**src/rtl/conv_pe_pkg.sv**
```systemverilog
// Shared types and width helpers for the convolution PE array.
// Every width in the array is derived here so the wrapper and the rows agree.
package conv_pe_pkg;

    typedef enum logic [1:0] {
        S_LOAD = 2'd0,
        S_ARM  = 2'd1,
        S_RUN  = 2'd2
    } load_state_e;

    function automatic int product_width(input int data_w, input int weight_w);
        return data_w + weight_w;
    endfunction

    function automatic int sum_width(input int product_w, input int kernel_size);
        return product_w + kernel_size;
    endfunction

    function automatic int count_width(input int kernel_size);
        return (kernel_size > 1) ? $clog2(kernel_size) : 1;
    endfunction

endpackage

```
**src/rtl/conv_pe_wrapper_pe_row.sv**
```systemverilog
// One kernel row: skews the pixel row by DELAY cycles, then registers K products
// and their zero-extended sum (two stages).
module pe_row
    import conv_pe_pkg::*;
#(
    parameter int KERNEL_SIZE  = 3,
    parameter int DATA_WIDTH   = 8,
    parameter int WEIGHT_WIDTH = 8,
    parameter int DELAY        = 0,
    localparam int PRODUCT_WIDTH = product_width(DATA_WIDTH, WEIGHT_WIDTH),
    localparam int SUM_WIDTH     = sum_width(PRODUCT_WIDTH, KERNEL_SIZE)
) (
    input  logic                                 clk,
    input  logic                                 rstn,
    input  logic [DATA_WIDTH*KERNEL_SIZE-1:0]    data_in,
    input  logic [WEIGHT_WIDTH*KERNEL_SIZE-1:0]  weights,
    output logic [SUM_WIDTH-1:0]                 row_sum
);
    localparam int K = KERNEL_SIZE;

    logic [DATA_WIDTH*K-1:0]    row_data;
    logic [PRODUCT_WIDTH-1:0]   prod_q [K];
    logic [SUM_WIDTH-1:0]       sum_next;
    logic [SUM_WIDTH-1:0]       sum_q;

    // Row r sees the pixel row 2r cycles late, forming the systolic wavefront.
    generate
        if (DELAY == 0) begin : g_direct
            assign row_data = data_in;
        end else begin : g_skew
            logic [DATA_WIDTH*K-1:0] skew_q [DELAY];

            always_ff @(posedge clk or negedge rstn) begin
                if (!rstn) begin
                    for (int i = 0; i < DELAY; i++) skew_q[i] <= '0;
                end else begin
                    skew_q[0] <= data_in;
                    for (int i = 1; i < DELAY; i++) skew_q[i] <= skew_q[i-1];
                end
            end

            assign row_data = skew_q[DELAY-1];
        end
    endgenerate

    always_ff @(posedge clk or negedge rstn) begin
        if (!rstn) begin
            for (int k = 0; k < K; k++) prod_q[k] <= '0;
        end else begin
            for (int k = 0; k < K; k++) begin
                prod_q[k] <= PRODUCT_WIDTH'(row_data[k*DATA_WIDTH +: DATA_WIDTH])
                           * PRODUCT_WIDTH'(weights[k*WEIGHT_WIDTH +: WEIGHT_WIDTH]);
            end
        end
    end

    always_comb begin
        sum_next = '0;
        for (int k = 0; k < K; k++) sum_next = sum_next + SUM_WIDTH'(prod_q[k]);
    end

    always_ff @(posedge clk or negedge rstn) begin
        if (!rstn) sum_q <= '0;
        else       sum_q <= sum_next;
    end

    assign row_sum = sum_q;

endmodule

```
**src/rtl/conv_pe_wrapper.sv**
```systemverilog
// KxK PE array for one convolution window: loads weights row by row after reset,
// then streams pixel rows and presents one gated dot product per kernel row.
module conv_pe_wrapper
    import conv_pe_pkg::*;
#(
    parameter int KERNEL_SIZE  = 3,
    parameter int DATA_WIDTH   = 8,
    parameter int WEIGHT_WIDTH = 8,
    localparam int PRODUCT_WIDTH = product_width(DATA_WIDTH, WEIGHT_WIDTH),
    localparam int SUM_WIDTH     = sum_width(PRODUCT_WIDTH, KERNEL_SIZE)
) (
    input  logic                                            clk,
    input  logic                                            rstn,
    input  logic                                            en,
    input  logic [DATA_WIDTH*KERNEL_SIZE-1:0]               dataIn,
    input  logic [WEIGHT_WIDTH*KERNEL_SIZE*KERNEL_SIZE-1:0] weightsIn,
    output logic [SUM_WIDTH*KERNEL_SIZE-1:0]                dataOut,
    output logic                                            dataOut_done,
    output logic                                            ready
);
    localparam int K     = KERNEL_SIZE;
    localparam int ROW_W = WEIGHT_WIDTH * K;
    localparam int CNT_W = count_width(K);
    localparam int VLEN  = 2 * K;

    load_state_e          state;
    load_state_e          next_state;
    logic [CNT_W-1:0]     load_row;
    logic                 load_en;
    logic [ROW_W-1:0]     weight_q [K];
    logic [VLEN-1:0]      valid_q;
    logic                 accept;
    logic [SUM_WIDTH-1:0] row_sum [K];

    // Handshake: a pixel row is taken on a rising edge only when en && ready;
    // there is no backpressure once ready, the pipeline never stalls.
    always_ff @(posedge clk or negedge rstn) begin
        if (!rstn) state <= S_LOAD;
        else       state <= next_state;
    end

    always_comb begin
        next_state = state;
        case (state)
            S_LOAD:  if (load_row == CNT_W'(K - 1)) next_state = S_ARM;
            S_ARM:   next_state = S_RUN;
            S_RUN:   next_state = S_RUN;
            default: next_state = S_LOAD;
        endcase
    end

    always_comb begin
        load_en = (state == S_LOAD);
        ready   = (state == S_RUN);
    end

    always_ff @(posedge clk or negedge rstn) begin
        if (!rstn)        load_row <= '0;
        else if (load_en) load_row <= load_row + 1'b1;
    end

    always_ff @(posedge clk or negedge rstn) begin
        if (!rstn) begin
            for (int r = 0; r < K; r++) weight_q[r] <= '0;
        end else if (load_en) begin
            for (int r = 0; r < K; r++) begin
                if (load_row == CNT_W'(r)) weight_q[r] <= weightsIn[r*ROW_W +: ROW_W];
            end
        end
    end

    assign accept = en && ready;

    // valid_q[i] marks a sample accepted i+1 edges ago; row r's sum is live at bit 2r+1.
    always_ff @(posedge clk or negedge rstn) begin
        if (!rstn) valid_q <= '0;
        else       valid_q <= {valid_q[VLEN-2:0], accept};
    end

    generate
        for (genvar r = 0; r < K; r++) begin : g_row
            pe_row #(
                .KERNEL_SIZE  (K),
                .DATA_WIDTH   (DATA_WIDTH),
                .WEIGHT_WIDTH (WEIGHT_WIDTH),
                .DELAY        (2 * r)
            ) u_row (
                .clk     (clk),
                .rstn    (rstn),
                .data_in (dataIn),
                .weights (weight_q[r]),
                .row_sum (row_sum[r])
            );

            assign dataOut[r*SUM_WIDTH +: SUM_WIDTH] = valid_q[2*r+1] ? row_sum[r] : '0;
        end
    endgenerate

    assign dataOut_done = |valid_q;

endmodule

```
**config.mk**
```make
export PLATFORM = sky130hd
export DESIGN_NAME = conv_pe_wrapper
export DESIGN_NICKNAME = d
export VERILOG_FILES = /design/src/rtl/conv_pe_pkg.sv /design/src/rtl/conv_pe_wrapper_pe_row.sv /design/src/rtl/conv_pe_wrapper.sv
export SDC_FILE = /design/constraint.sdc
export NUM_CORES = 2
export LEC_CHECK = 0
export ABC_AREA = 1
export CORE_UTILIZATION = 60
export DETAILED_ROUTE_END_ITERATION = 12
export PLACE_DENSITY_LB_ADDON = 0.1
export SYNTH_ARGS = -nofsm -noshare
export SYNTH_HDL_FRONTEND = slang
export SYNTH_SLANG_ARGS = --single-unit
```
**constraint.sdc**
```tcl
create_clock -name clk -period 4.98 [get_ports clk]
set_input_delay 0.996 -clock clk [delete_from_list [all_inputs] [get_ports clk]]
set_output_delay 0.996 -clock clk [all_outputs]
set_load 0.03 [all_outputs]
```
==> summary.txt <==
Die
  – Row count: 89
  – Starting Density: 60.74%
  – Die H: 246.4 um
  – Horiz. Die Dim: 246.4 um
  – Placeable Area: 59,020 sq um
  – Die footprint: 60,730 sq um
  – IO Pins: 158

Critical path
  – Critical setup path kind: in -> reg
  – Worst path arrival time: 4.92 ns
  – Setup crit start kind: primary input
  – Setup crit end kind: flip-flop
  – Crit-path max FO: 9
  – Worst EP required: 5.47 ns
  – Worst R2R Setup Slack: 0.90 ns

Logic synthesis
  – Ys async rst share: 100.0%
  – Post-Syn Instances: 4,428
  – Register area share after synthesis: 26.25%
  – Synthesis Warnings: 0
  – Synthesized area: 35,850 sq um
  – Synthesis-stage register bit count: 376
  – Mapped Avg Cell Area: 8.095 sq um
  – Netlist cell types: 27
  – Top FF cell, synth: dfrtp_1
  – EDFF count, synth: 0

Global routing
  – GR peak layer: met2
  – Met3 usage: 3.312%
  – Vias in the first global route: 27,010
  – Gr usage total: 26.54%
  – Largest net degree at the start of global routing: 91
  – Met2 global-route usage: 46.70%
  – Met1 usage: 33.13%
  – Overflow after GRT: 0
  – First-pass GRT wire length: 128,500 um
  – Initial antenna violation count: 3

Cells and area
  – Most frequent cells in the layout: inv_1 (1,247), nand2_1 (1,227), dfrtp_1 (376)
  – Nets: 5,348
  – Fin util: 67.09%
  – Commonest non-fill, non-tap cell in the layout: inv_1
  – Share of layout cells above drive strength 1: 4.078%
  – Post-route design area: 39,590 sq um
  – Synth-to-Final Area Change: 10.46%
  – Area occupied by multi-input gates: 21,100 sq um
  – Post-Layout Cell Count: 5,310
  – Register area: 9409 sq um
  – Filler cells: 5,050

Clock tree
  – Setup Fix Bufs, Post-CTS: 0
  – H-tree levels: 2
  – TritonCTS Buffers: 46
  – Post-cts repair resize count: 0
  – Skew-Pair Late Insertion Delay: 0.60 ns
  – TritonCTS clock tree: done
  – Root buffer cell: clkbuf_16
  – Clock buffer depth: 3
  – Hold_buf cts: 0
  – Reg clk slew, reported paths: 0.06 ns
  – Clock Sinks: 376

Power and ir drop
  – Sw power: 10.35 mW
  – Total Power: 21.65 mW
  – Comb power frac: 62.2%
  – Reg power frac: 21.2%
  – Internal: 11.30 mW
  – Max rail drop VDD: 0.7300 mV
  – Clock power frac: 16.5%
  – Total power density per cell area: 546.8 nW/um^2
  – Switching Share: 47.80%
  – Static Leak: 24.71 nW

Worst hold path
  – Hold crit path type: reg -> reg

STA
  – Fin Setup TNS: 0 ns
  – Minimum clock period: 4.422 ns
  – Slew margin rel.: 49.53%
  – Final worst-path cycle share: 88.79%
  – RSZ-0062 raised after global routing: no
  – Skew final: 0.02875 ns
  – Hold Vio Cnt, Final: 0
  – Worst slew pin tran: 0.7570 ns
  – Setup violations, final: 0
  – Fin. max-slew vios: 0
  – Fmax: 226.2 MHz

Placement
  – Routability Congestion: 0.9002
  – # port buffers: 154
  – Hpwl dp: 60,710 um
  – Placed insts: 5,225
  – Placed cell areas: 37,950 sq um

Route
  – DR vias: 26,050
  – Avg WL per Cell: 14.11 um
  – Iter 0 DRT Violations: 1,113
  – Final wirelength: 74,940 um
  – Post-DRT Antenna Nets: 0
  – Pre-Repair DR Iteration Count: 7
  – Vias/cell: 4.906
  – Drt drc: 0

Outcome
  – Status: finished, final reports clean

Flow run
  – Max-Cap Viols: 0
==> Yosys cell counts (9+ instances only) <==
cell type  instances  area, sq um
nor3_1             9        45.04
inv_1           1247         4681
nand3_1          141        705.7
mux2_2            13        146.4
o21ai_0           22        110.1
nor2_1           161        604.3
fa_1             375         7507
xnor2_1           44        385.4
nand2_1         1227         4606
dfrtp_1          376         9409
ha_1             374         4679
nand4_1           42        262.8
clkbuf_1         144        540.5
a21o_1             9        67.56
xor2_1            50        437.9
o21bai_1           9        67.56
mux2_4            59        885.9
a21oi_1           99        495.5
==> cells by family (layout without fill, tap and decap cells) <==
group	count (synthesis)	count (layout)	synth area share (%)
xor+xnor	94	94	2.297
compound gates	139	139	2.066
flops	376	376	26.25
fa+ha+maj	749	749	34.00
buf+inv	1407	1513	14.91
other cells	1	4	0.01046
mux	72	72	2.880
simple gates	1590	1590	17.59
==> worst max-delay path, stage by stage <==
cell and delay [ns]:
clkdlybuf4s50_1 0.72, nand2_1 0.13, fa_1 0.51, fa_1 0.57, fa_1 0.42, fa_1 0.49
inv_1 0.04, ha_1 0.32, nand2_1 0.13, a21oi_1 0.07, o21ai_0 0.25, nand3_1 0.15
nand2_1 0.09, nand2_1 0.04
==> flip-flops by register name, summed over array words and instances, names as in the netlist <==
name,cells
g_row.u_row.g_skew.skew_q,48
weight_q,72
state,2
g_row.u_row.row_data,48
g_row.u_row.row_sum,54
valid_q,6
load_row,2
g_row.u_row.prod_q,144
==> cell type report <==
cell class,count,share of cell area [%]
flip-flops and latches,376,23.76
clock buffers,60,3.318
well taps,773,2.443
inverters,1247,11.82
multi-input cells,2647,53.29
diodes,1,0.006320
repair buffers,182,4.532
clock inverters,24,0.8279
==> final timing paths <==
path	cells after the start	startpoint	endpoint
min	0	g_row[2].u_row.g_skew.skew_q[43]	g_row[2].u_row.row_data[19]
max reg2reg	15	g_row[1].u_row.row_data[18]	g_row[1].u_row.prod_q[12]
min reg2reg	0	g_row[2].u_row.g_skew.skew_q[43]	g_row[2].u_row.row_data[19]
max	14	dataIn[4]	g_row[0].u_row.prod_q[44]
min in group asynchronous	1	rstn	g_row[2].u_row.prod_q[2]
max in group asynchronous	2	rstn	g_row[0].u_row.prod_q[27]
==> power groups by stage <==
stage | clock, mW | sequential [mW] | combinational, mW
after detailed placement | 0 | 4.67 | 13.4
after global placement | 0 | 4.66 | 13.2
after CTS | 3.67 | 4.62 | 13.6
after floorplan | 0 | 4.30 | 10.4
final | 3.58 | 4.60 | 13.5
after global routing | 3.80 | 4.67 | 15.6
==> metal layers <==
metal  part of all wire (%)  routed length [um]
met3                    4.4                3274
met2                     50               37140
met1                     42               31740
met4                    3.7                2760
met5                  0.043                  32
==> metrics by stage <==
| step | hold slack, ns | setup WS [ns] |
|---|---|---|
| after global placement | 0.3317 | 0.08730 |
| after detailed placement | 0.3347 | 0.003646 |
| after global routing | 0.3417 | 0.3636 |
| after CTS | 0.3405 | 0.6437 |
| final | 0.3368 | 0.5582 |
| after floorplan | 0.3312 | 0.6224 |
Note: power is estimated with default switching activity, not from simulation.
